### src/rtl/mem_access_ctrl_if.sv
// CPU-side request/response bundle for mem_access_ctrl.
interface mem_access_ctrl_if #(
  parameter int ADDR_W = 8
);
  logic              req_valid;
  logic              req_ready;
  logic              req_write;
  logic [1:0]        req_size;
  logic              req_signed;
  logic [ADDR_W-1:0] req_addr;
  logic [31:0]       req_wdata;
  logic              resp_valid;
  logic [31:0]       resp_rdata;
  logic              resp_err;

  modport master (
    output req_valid, req_write, req_size,
    output req_signed, req_addr, req_wdata,
    input  req_ready, resp_valid, resp_rdata,
    input  resp_err
  );

  modport slave (
    input  req_valid, req_write, req_size,
    input  req_signed, req_addr, req_wdata,
    output req_ready, resp_valid, resp_rdata,
    output resp_err
  );
endinterface

### src/rtl/mem_access_ctrl.sv
// Load/store controller between the MEM stage and the data RAM port.
// Define MEM_MISALIGN_SPLIT_EN to split misaligned word/half into byte beats.
module mem_access_ctrl #(
  parameter int RD_LAT = 1,
  parameter int ADDR_W = 8,
  parameter int DATA_W = 32
) (
  input  logic              CLK,
  input  logic              reset,
  mem_access_ctrl_if.slave  bus,
  output logic              MEMWrite,
  output logic [1:0]        readMode,
  output logic [ADDR_W-1:0] addr,
  output logic [DATA_W-1:0] inData,
  input  logic [DATA_W-1:0] outData
);
  typedef enum logic [2:0] {
    IDLE, DRIVE, WAIT, RESP
`ifdef MEM_MISALIGN_SPLIT_EN
    , SPLIT
`endif
  } state_t;

  state_t            state;
  logic [1:0]        lat;
  logic              wr_q;
  logic              sgn_q;
  logic [1:0]        size_q;
  logic [ADDR_W-1:0] addr_q;
  logic              accept;
  logic              illegal;
  logic              misal;
  logic              reject;
  logic              done;

`ifdef MEM_MISALIGN_SPLIT_EN
  logic [1:0]        beat;
  logic [1:0]        last_beat;
  logic [1:0]        beat_nx;
  logic [31:0]       wdata_q;
  logic [31:0]       acc_q;
  logic [31:0]       acc_nx;
  logic [ADDR_W-1:0] nxt_addr;
`endif

  function automatic logic [31:0] ext(
    input logic [31:0] d,
    input logic [1:0]  sz,
    input logic        s
  );
    case (sz)
      2'b01:   ext = {{16{s & d[15]}}, d[15:0]};
      2'b10:   ext = {{24{s & d[7]}}, d[7:0]};
      default: ext = d;
    endcase
  endfunction

  always_comb begin
    accept  = bus.req_valid & bus.req_ready;
    illegal = bus.req_size == 2'b11;
    misal   = (bus.req_size == 2'b00 && bus.req_addr[1:0] != 2'b00)
            | (bus.req_size == 2'b01 && bus.req_addr[0]);
`ifdef MEM_MISALIGN_SPLIT_EN
    reject  = illegal;
`else
    reject  = illegal | misal;
`endif
    done    = wr_q || (int'(lat) >= RD_LAT);
  end

`ifdef MEM_MISALIGN_SPLIT_EN
  always_comb begin
    beat_nx  = beat + 2'd1;
    nxt_addr = addr_q + ADDR_W'(beat_nx);
    acc_nx   = acc_q;
    acc_nx[{beat, 3'b000} +: 8] = outData[7:0];
  end
`endif

  always_ff @(posedge CLK) begin
    if (reset) begin
      state           <= IDLE;
      lat             <= '0;
      wr_q            <= 1'b0;
      sgn_q           <= 1'b0;
      size_q          <= '0;
      addr_q          <= '0;
      bus.req_ready   <= 1'b1;
      bus.resp_valid  <= 1'b0;
      bus.resp_rdata  <= '0;
      bus.resp_err    <= 1'b0;
      MEMWrite        <= 1'b0;
      readMode        <= '0;
      addr            <= '0;
      inData          <= '0;
`ifdef MEM_MISALIGN_SPLIT_EN
      beat            <= '0;
      last_beat       <= '0;
      wdata_q         <= '0;
      acc_q           <= '0;
`endif
    end else begin
      // port and response return to zero unless a branch drives them
      bus.resp_valid <= 1'b0;
      bus.resp_rdata <= '0;
      bus.resp_err   <= 1'b0;
      MEMWrite       <= 1'b0;
      readMode       <= '0;
      addr           <= '0;
      inData         <= '0;
      unique case (state)
        IDLE, RESP: begin
          state         <= IDLE;
          bus.req_ready <= 1'b1;
          if (accept) begin
            wr_q          <= bus.req_write;
            size_q        <= bus.req_size;
            sgn_q         <= bus.req_signed;
            addr_q        <= bus.req_addr;
            lat           <= 2'd1;
            bus.req_ready <= 1'b0;
            if (reject) begin
              state          <= RESP;
              bus.resp_valid <= 1'b1;
              bus.resp_err   <= 1'b1;
              bus.req_ready  <= 1'b1;
`ifdef MEM_MISALIGN_SPLIT_EN
            end else if (misal) begin
              state     <= SPLIT;
              wdata_q   <= bus.req_wdata;
              acc_q     <= '0;
              beat      <= '0;
              last_beat <= (bus.req_size == 2'b00) ? 2'd3 : 2'd1;
              MEMWrite  <= bus.req_write;
              readMode  <= 2'b10;
              addr      <= bus.req_addr;
              inData    <= {24'h0, bus.req_wdata[7:0]};
`endif
            end else begin
              state    <= DRIVE;
              MEMWrite <= bus.req_write;
              readMode <= bus.req_size;
              addr     <= bus.req_addr;
              inData   <= bus.req_wdata;
            end
          end
        end
        DRIVE, WAIT: begin
          if (done) begin
            state          <= RESP;
            bus.resp_valid <= 1'b1;
            bus.req_ready  <= 1'b1;
            if (!wr_q)
              bus.resp_rdata <= ext(outData, size_q, sgn_q);
          end else begin
            state    <= WAIT;
            lat      <= lat + 2'd1;
            readMode <= size_q;
            addr     <= addr_q;
          end
        end
`ifdef MEM_MISALIGN_SPLIT_EN
        SPLIT: begin
          if (done) begin
            acc_q <= acc_nx;
            lat   <= 2'd1;
            if (beat == last_beat) begin
              state          <= RESP;
              bus.resp_valid <= 1'b1;
              bus.req_ready  <= 1'b1;
              if (!wr_q)
                bus.resp_rdata <= ext(acc_nx, size_q, sgn_q);
            end else begin
              beat     <= beat_nx;
              MEMWrite <= wr_q;
              readMode <= 2'b10;
              addr     <= nxt_addr;
              inData   <= {24'h0, wdata_q[{beat_nx, 3'b000} +: 8]};
            end
          end else begin
            lat      <= lat + 2'd1;
            readMode <= 2'b10;
            addr     <= addr_q + ADDR_W'(beat);
          end
        end
`endif
        default: state <= IDLE;
      endcase
    end
  end
endmodule

### src/flat_wrapper.sv
// flat-port wrapper written by rule: the top's interface ports become plain ports
module mem_access_ctrl_flat 
#(
  parameter int RD_LAT = 1,
  parameter int ADDR_W = 8,
  parameter int DATA_W = 32
)
  (CLK, reset, MEMWrite, readMode, addr, inData, outData, bus_req_valid, bus_req_write, bus_req_size, bus_req_signed, bus_req_addr, bus_req_wdata, bus_req_ready, bus_resp_valid, bus_resp_rdata, bus_resp_err);
  mem_access_ctrl_if #(.ADDR_W(ADDR_W)) bus_i ();
  input  logic CLK;
  input  logic reset;
  output logic MEMWrite;
  output logic [1:0] readMode;
  output logic [ADDR_W-1:0] addr;
  output logic [DATA_W-1:0] inData;
  input  logic [DATA_W-1:0] outData;
  input wire logic [$bits(bus_i.req_valid)-1:0] bus_req_valid;
  input wire logic [$bits(bus_i.req_write)-1:0] bus_req_write;
  input wire logic [$bits(bus_i.req_size)-1:0] bus_req_size;
  input wire logic [$bits(bus_i.req_signed)-1:0] bus_req_signed;
  input wire logic [$bits(bus_i.req_addr)-1:0] bus_req_addr;
  input wire logic [$bits(bus_i.req_wdata)-1:0] bus_req_wdata;
  output wire logic [$bits(bus_i.req_ready)-1:0] bus_req_ready;
  output wire logic [$bits(bus_i.resp_valid)-1:0] bus_resp_valid;
  output wire logic [$bits(bus_i.resp_rdata)-1:0] bus_resp_rdata;
  output wire logic [$bits(bus_i.resp_err)-1:0] bus_resp_err;
  assign bus_i.req_valid = bus_req_valid;
  assign bus_i.req_write = bus_req_write;
  assign bus_i.req_size = bus_req_size;
  assign bus_i.req_signed = bus_req_signed;
  assign bus_i.req_addr = bus_req_addr;
  assign bus_i.req_wdata = bus_req_wdata;
  assign bus_req_ready = bus_i.req_ready;
  assign bus_resp_valid = bus_i.resp_valid;
  assign bus_resp_rdata = bus_i.resp_rdata;
  assign bus_resp_err = bus_i.resp_err;
  mem_access_ctrl #(.RD_LAT(RD_LAT), .ADDR_W(ADDR_W), .DATA_W(DATA_W)) u_core (.CLK(CLK), .reset(reset), .bus(bus_i), .MEMWrite(MEMWrite), .readMode(readMode), .addr(addr), .inData(inData), .outData(outData));
endmodule
### config.mk
export PLATFORM = sky130hd
export DESIGN_NAME = mem_access_ctrl_flat
export DESIGN_NICKNAME = d
export VERILOG_FILES = /design/src/rtl/mem_access_ctrl_if.sv /design/src/rtl/mem_access_ctrl.sv /design/src/flat_wrapper.sv
export SDC_FILE = /design/constraint.sdc
export NUM_CORES = 1
export LEC_CHECK = 0
export CAP_MARGIN = 20
export CORE_ASPECT_RATIO = 0.5
export CORE_MARGIN = 5
export CORE_UTILIZATION = 39
export CTS_CLUSTER_SIZE = 10
export DETAILED_ROUTE_END_ITERATION = 12
export GPL_TIMING_DRIVEN = 0
export PLACE_DENSITY = 0.89
export SLEW_MARGIN = 20
export SYNTH_ARGS = -nofsm -noshare
export SYNTH_HDL_FRONTEND = slang
export SYNTH_SLANG_ARGS = --single-unit
export TNS_END_PERCENT = 30
### constraint.sdc
create_clock -name CLK -period 2.15 [get_ports CLK]
set_input_delay 0.645 -clock CLK [delete_from_list [all_inputs] [get_ports CLK]]
set_output_delay 0.645 -clock CLK [all_outputs]
set_load 0.01 [all_outputs]
==> reports/results.ini <==
[run_status]
status = completed

[final_layout]
fin_cells = 565
fin_util_pct = 67.2
fillers = 589
drive_gt1_share_pct = 5.12
final_cell_mix = clkdlybuf4s50_1 (155), dfxtp_1 (94), a21oi_1 (37)
area_growth_pct = 64.7
final_common_cell = clkdlybuf4s50_1
antennaDiodeCount = 0
layout.nets = 546

[worst_setup_path]
cp.arrival_ns = 2.25
crit_type = flop to flop
crit_cells = 7
crit_family = buffers and inverters
cp-end-kind = flop
startpoint_type = flop
crit_buf_inv = 3
slowest_delay_ns = 0.39
cp_data_required_time_ns = 2.33
rr_worst_depth = 7
worstPathCellList = inv_1 -> ha_1 -> clkbuf_1 -> nor2b_1 -> nand2_1 -> clkbuf_1 -> a21oi_1
crit_fanout = 10
critPathSlowestCell = clkbuf_1
crit_path_frequent_cell = clkbuf_1

[logic_synthesis]
synth.cell_area_sq_um = 3030
synth_edf_count = 0
yosysUniqueCellTypes = 32
yosysSeqAreaShare_pct = 62.0
synth_top_family_by_area = simple AND/OR/NAND/NOR gates
yosys.area_share.simple_pct = 20.0
ys_seq_elements = 94
synth_xor_area_share_pct = 0.578
synth_compound_area_share_pct = 12.5
synth_top_flop_cell = dfxtp_1
syn_inst = 298
synth_fa_ha_area_share_pct = 1.24
async_reset_ff_share_pct = 0
yosysWarnings = 0
synth.avg_cell_area_sq_um = 10.2
synth_nets = 380
muxShareOfSynthArea_pct = 0

[die]
ioPinCount = 157
rows = 22
die_y_um = 72.4
die_w_um = 135
die_area_sq_um = 9750
core_sq_um = 7430
start_util_pct = 40.8

[timing]
rsz0062_at_grt = yes
hold_slack_ns = 0.464
slew_headroom_pct = 51.9
period_needed_ns = 2.06
fin_crit_sh_pct = 95.9
hold_viol_final = 0
finalMaxSlewViolations = 0
fmax_mhz = 485
tightest_slew_ns = 0.718
fin_tns_setup_ns = 0
skew_ns = 0.00686
setup_viol = 0

[cts]
clk_pin_slew_ns = 0.06
cts_tree = yes
insertion_delay_ns = 0.33
cts_made_buffers = 9
clock-sinks = 94
root_buffer = clkbuf_16
clock_path_buffers = 2
cts_setup_buffers = 0
htreeDepth = 3

[power]
power_mw = 5.15
p_leak_nw = 2.01
powerDensity_nw_per_um2 = 1030
worst_ir_drop_vdd_mv = 0.677

[hold_path]
hold_path_class = flop to flop
holdPathStages = 1

[detailed_routing]
dr.pass1.iters = 5
viasPerCell = 4.94
routed_wl_mm = 8.47
drc_errors = 0
ant_nets = 0
vias = 2790
avgRoutedWirePerCell_um = 15.0
dr.first_iter.drc_count = 185

[grt]
grt_max_degree = 15
grt_overflow = 0
antenna_found_initial = 0
grtUsageTotal_pct = 17.3
grt_pass1_vias = 2731
grt_pass1_wl_mm = 13.3

[placement]
post-dp-hpwl_mm = 6.43
io_buffers = 155
gp_congestion = 0.841
dp.cells = 549

[flow_run]
maxCapViolations = 0

-- sequential cells by signal (all words and copies together), names as in the netlist --
signal	flops
u_core.MEMWrite	1
u_core.addr	8
u_core.addr_q	8
u_core.bus.req_ready	1
u_core.bus.resp_err	1
u_core.bus.resp_rdata	32
u_core.bus.resp_valid	1
u_core.inData	32
u_core.lat	2
u_core.readMode	2
u_core.sgn_q	1
u_core.size_q	2
u_core.state	2
u_core.wr_q	1
-- layout make-up --
| class | count | area, sq um | area share (%) |
|---|---|---|---|
| buffer | 24 | 96.3 | 1.93 |
| clock buffer | 12 | 236 | 4.73 |
| clock inverter | 4 | 47.5 | 0.952 |
| inverter | 4 | 15.0 | 0.301 |
| multi-input combinational | 176 | 1050 | 21.0 |
| sequential | 94 | 1880 | 37.7 |
| tap | 96 | 120 | 2.40 |
| timing repair buffer | 155 | 1550 | 31.1 |
-- worst register-to-register path, stage by stage (launching register included) --
cell,delay [ns]
dfxtp_1,0.38
inv_1,0.08
ha_1,0.27
clkbuf_1,0.30
nor2b_1,0.11
nand2_1,0.23
clkbuf_1,0.39
a21oi_1,0.16
-- where the power goes --
group          total [mW]  leakage (nW)  switching (mW)  internal, mW
clock network        1.50         0.137           0.599         0.898
logic                1.55          1.11           0.852         0.701
registers            2.10         0.763           0.101          2.00
total                5.15          2.01            1.55          3.59
-- cells in the mapped netlist, types with 3 or more instances --
cell type / instances / area share [%]
dfxtp_1: 94 / 62
a21oi_1: 37 / 6.1
and3_1: 34 / 7.0
nand2_1: 27 / 3.3
clkbuf_1: 15 / 1.9
o21ai_0: 11 / 1.8
nand4_1: 10 / 2.1
and2_1: 8 / 1.7
a32o_1: 7 / 2.3
buf_1: 5 / 0.62
nand3_1: 5 / 0.82
buf_2: 4 / 0.66
inv_1: 4 / 0.49
nor2_1: 4 / 0.49
nor2b_1: 4 / 0.82
ha_1: 3 / 1.2
nand2b_1: 3 / 0.62
nor4_1: 3 / 0.62
o2bb2ai_1: 3 / 0.87
-- through the flow --
step / area (sq um) / setup WS [ns]
after global placement: 4700 / -0.248
after global routing: 5000 / -0.0411
after CTS: 4990 / 0.0518
final: 5000 / 0.0872
after detailed placement: 4710 / -0.294
after floorplan: 3030 / 0.398
-- routing by layer --
| metal | share of wire, % | GRT usage, % |
|---|---|---|
| met4 | 1.4 | 5.08 |
| met5 | 0 | 0 |
| met1 | 39 | 19.4 |
| met3 | 9.5 | 7.34 |
| met2 | 50 | 30.4 |
-- what timing repair did --
item,in CTS,in global routing
hold buffers,0,0
gates resized for setup,0,2
hold endpoints to repair,0,0
endpoints found under the setup margin,0,17
-- cell families after synthesis --
kind of cell               count (synthesis)
and+or+nand+nor                          108
AOI/OAI and AO/OA                         63
DFF                                       94
xor gates and xnor gates                   2
adders and majority gates                  3
buffers and inverters                     28
-- worst paths after layout --
check                           startpoint                                   end  slack [ns]
max          u_core.size_q[0]$_SDFFE_PP0P_  u_core.bus.resp_rdata[31]$_SDFF_PP0_        0.09
min          u_core.addr_q[4]$_SDFFE_PP0P_             u_core.addr[4]$_SDFF_PP0_        0.46
max reg2reg  u_core.size_q[0]$_SDFFE_PP0P_  u_core.bus.resp_rdata[31]$_SDFF_PP0_        0.09
min reg2reg  u_core.addr_q[4]$_SDFFE_PP0P_             u_core.addr[4]$_SDFF_PP0_        0.46
(Power assumes the default switching activity.)
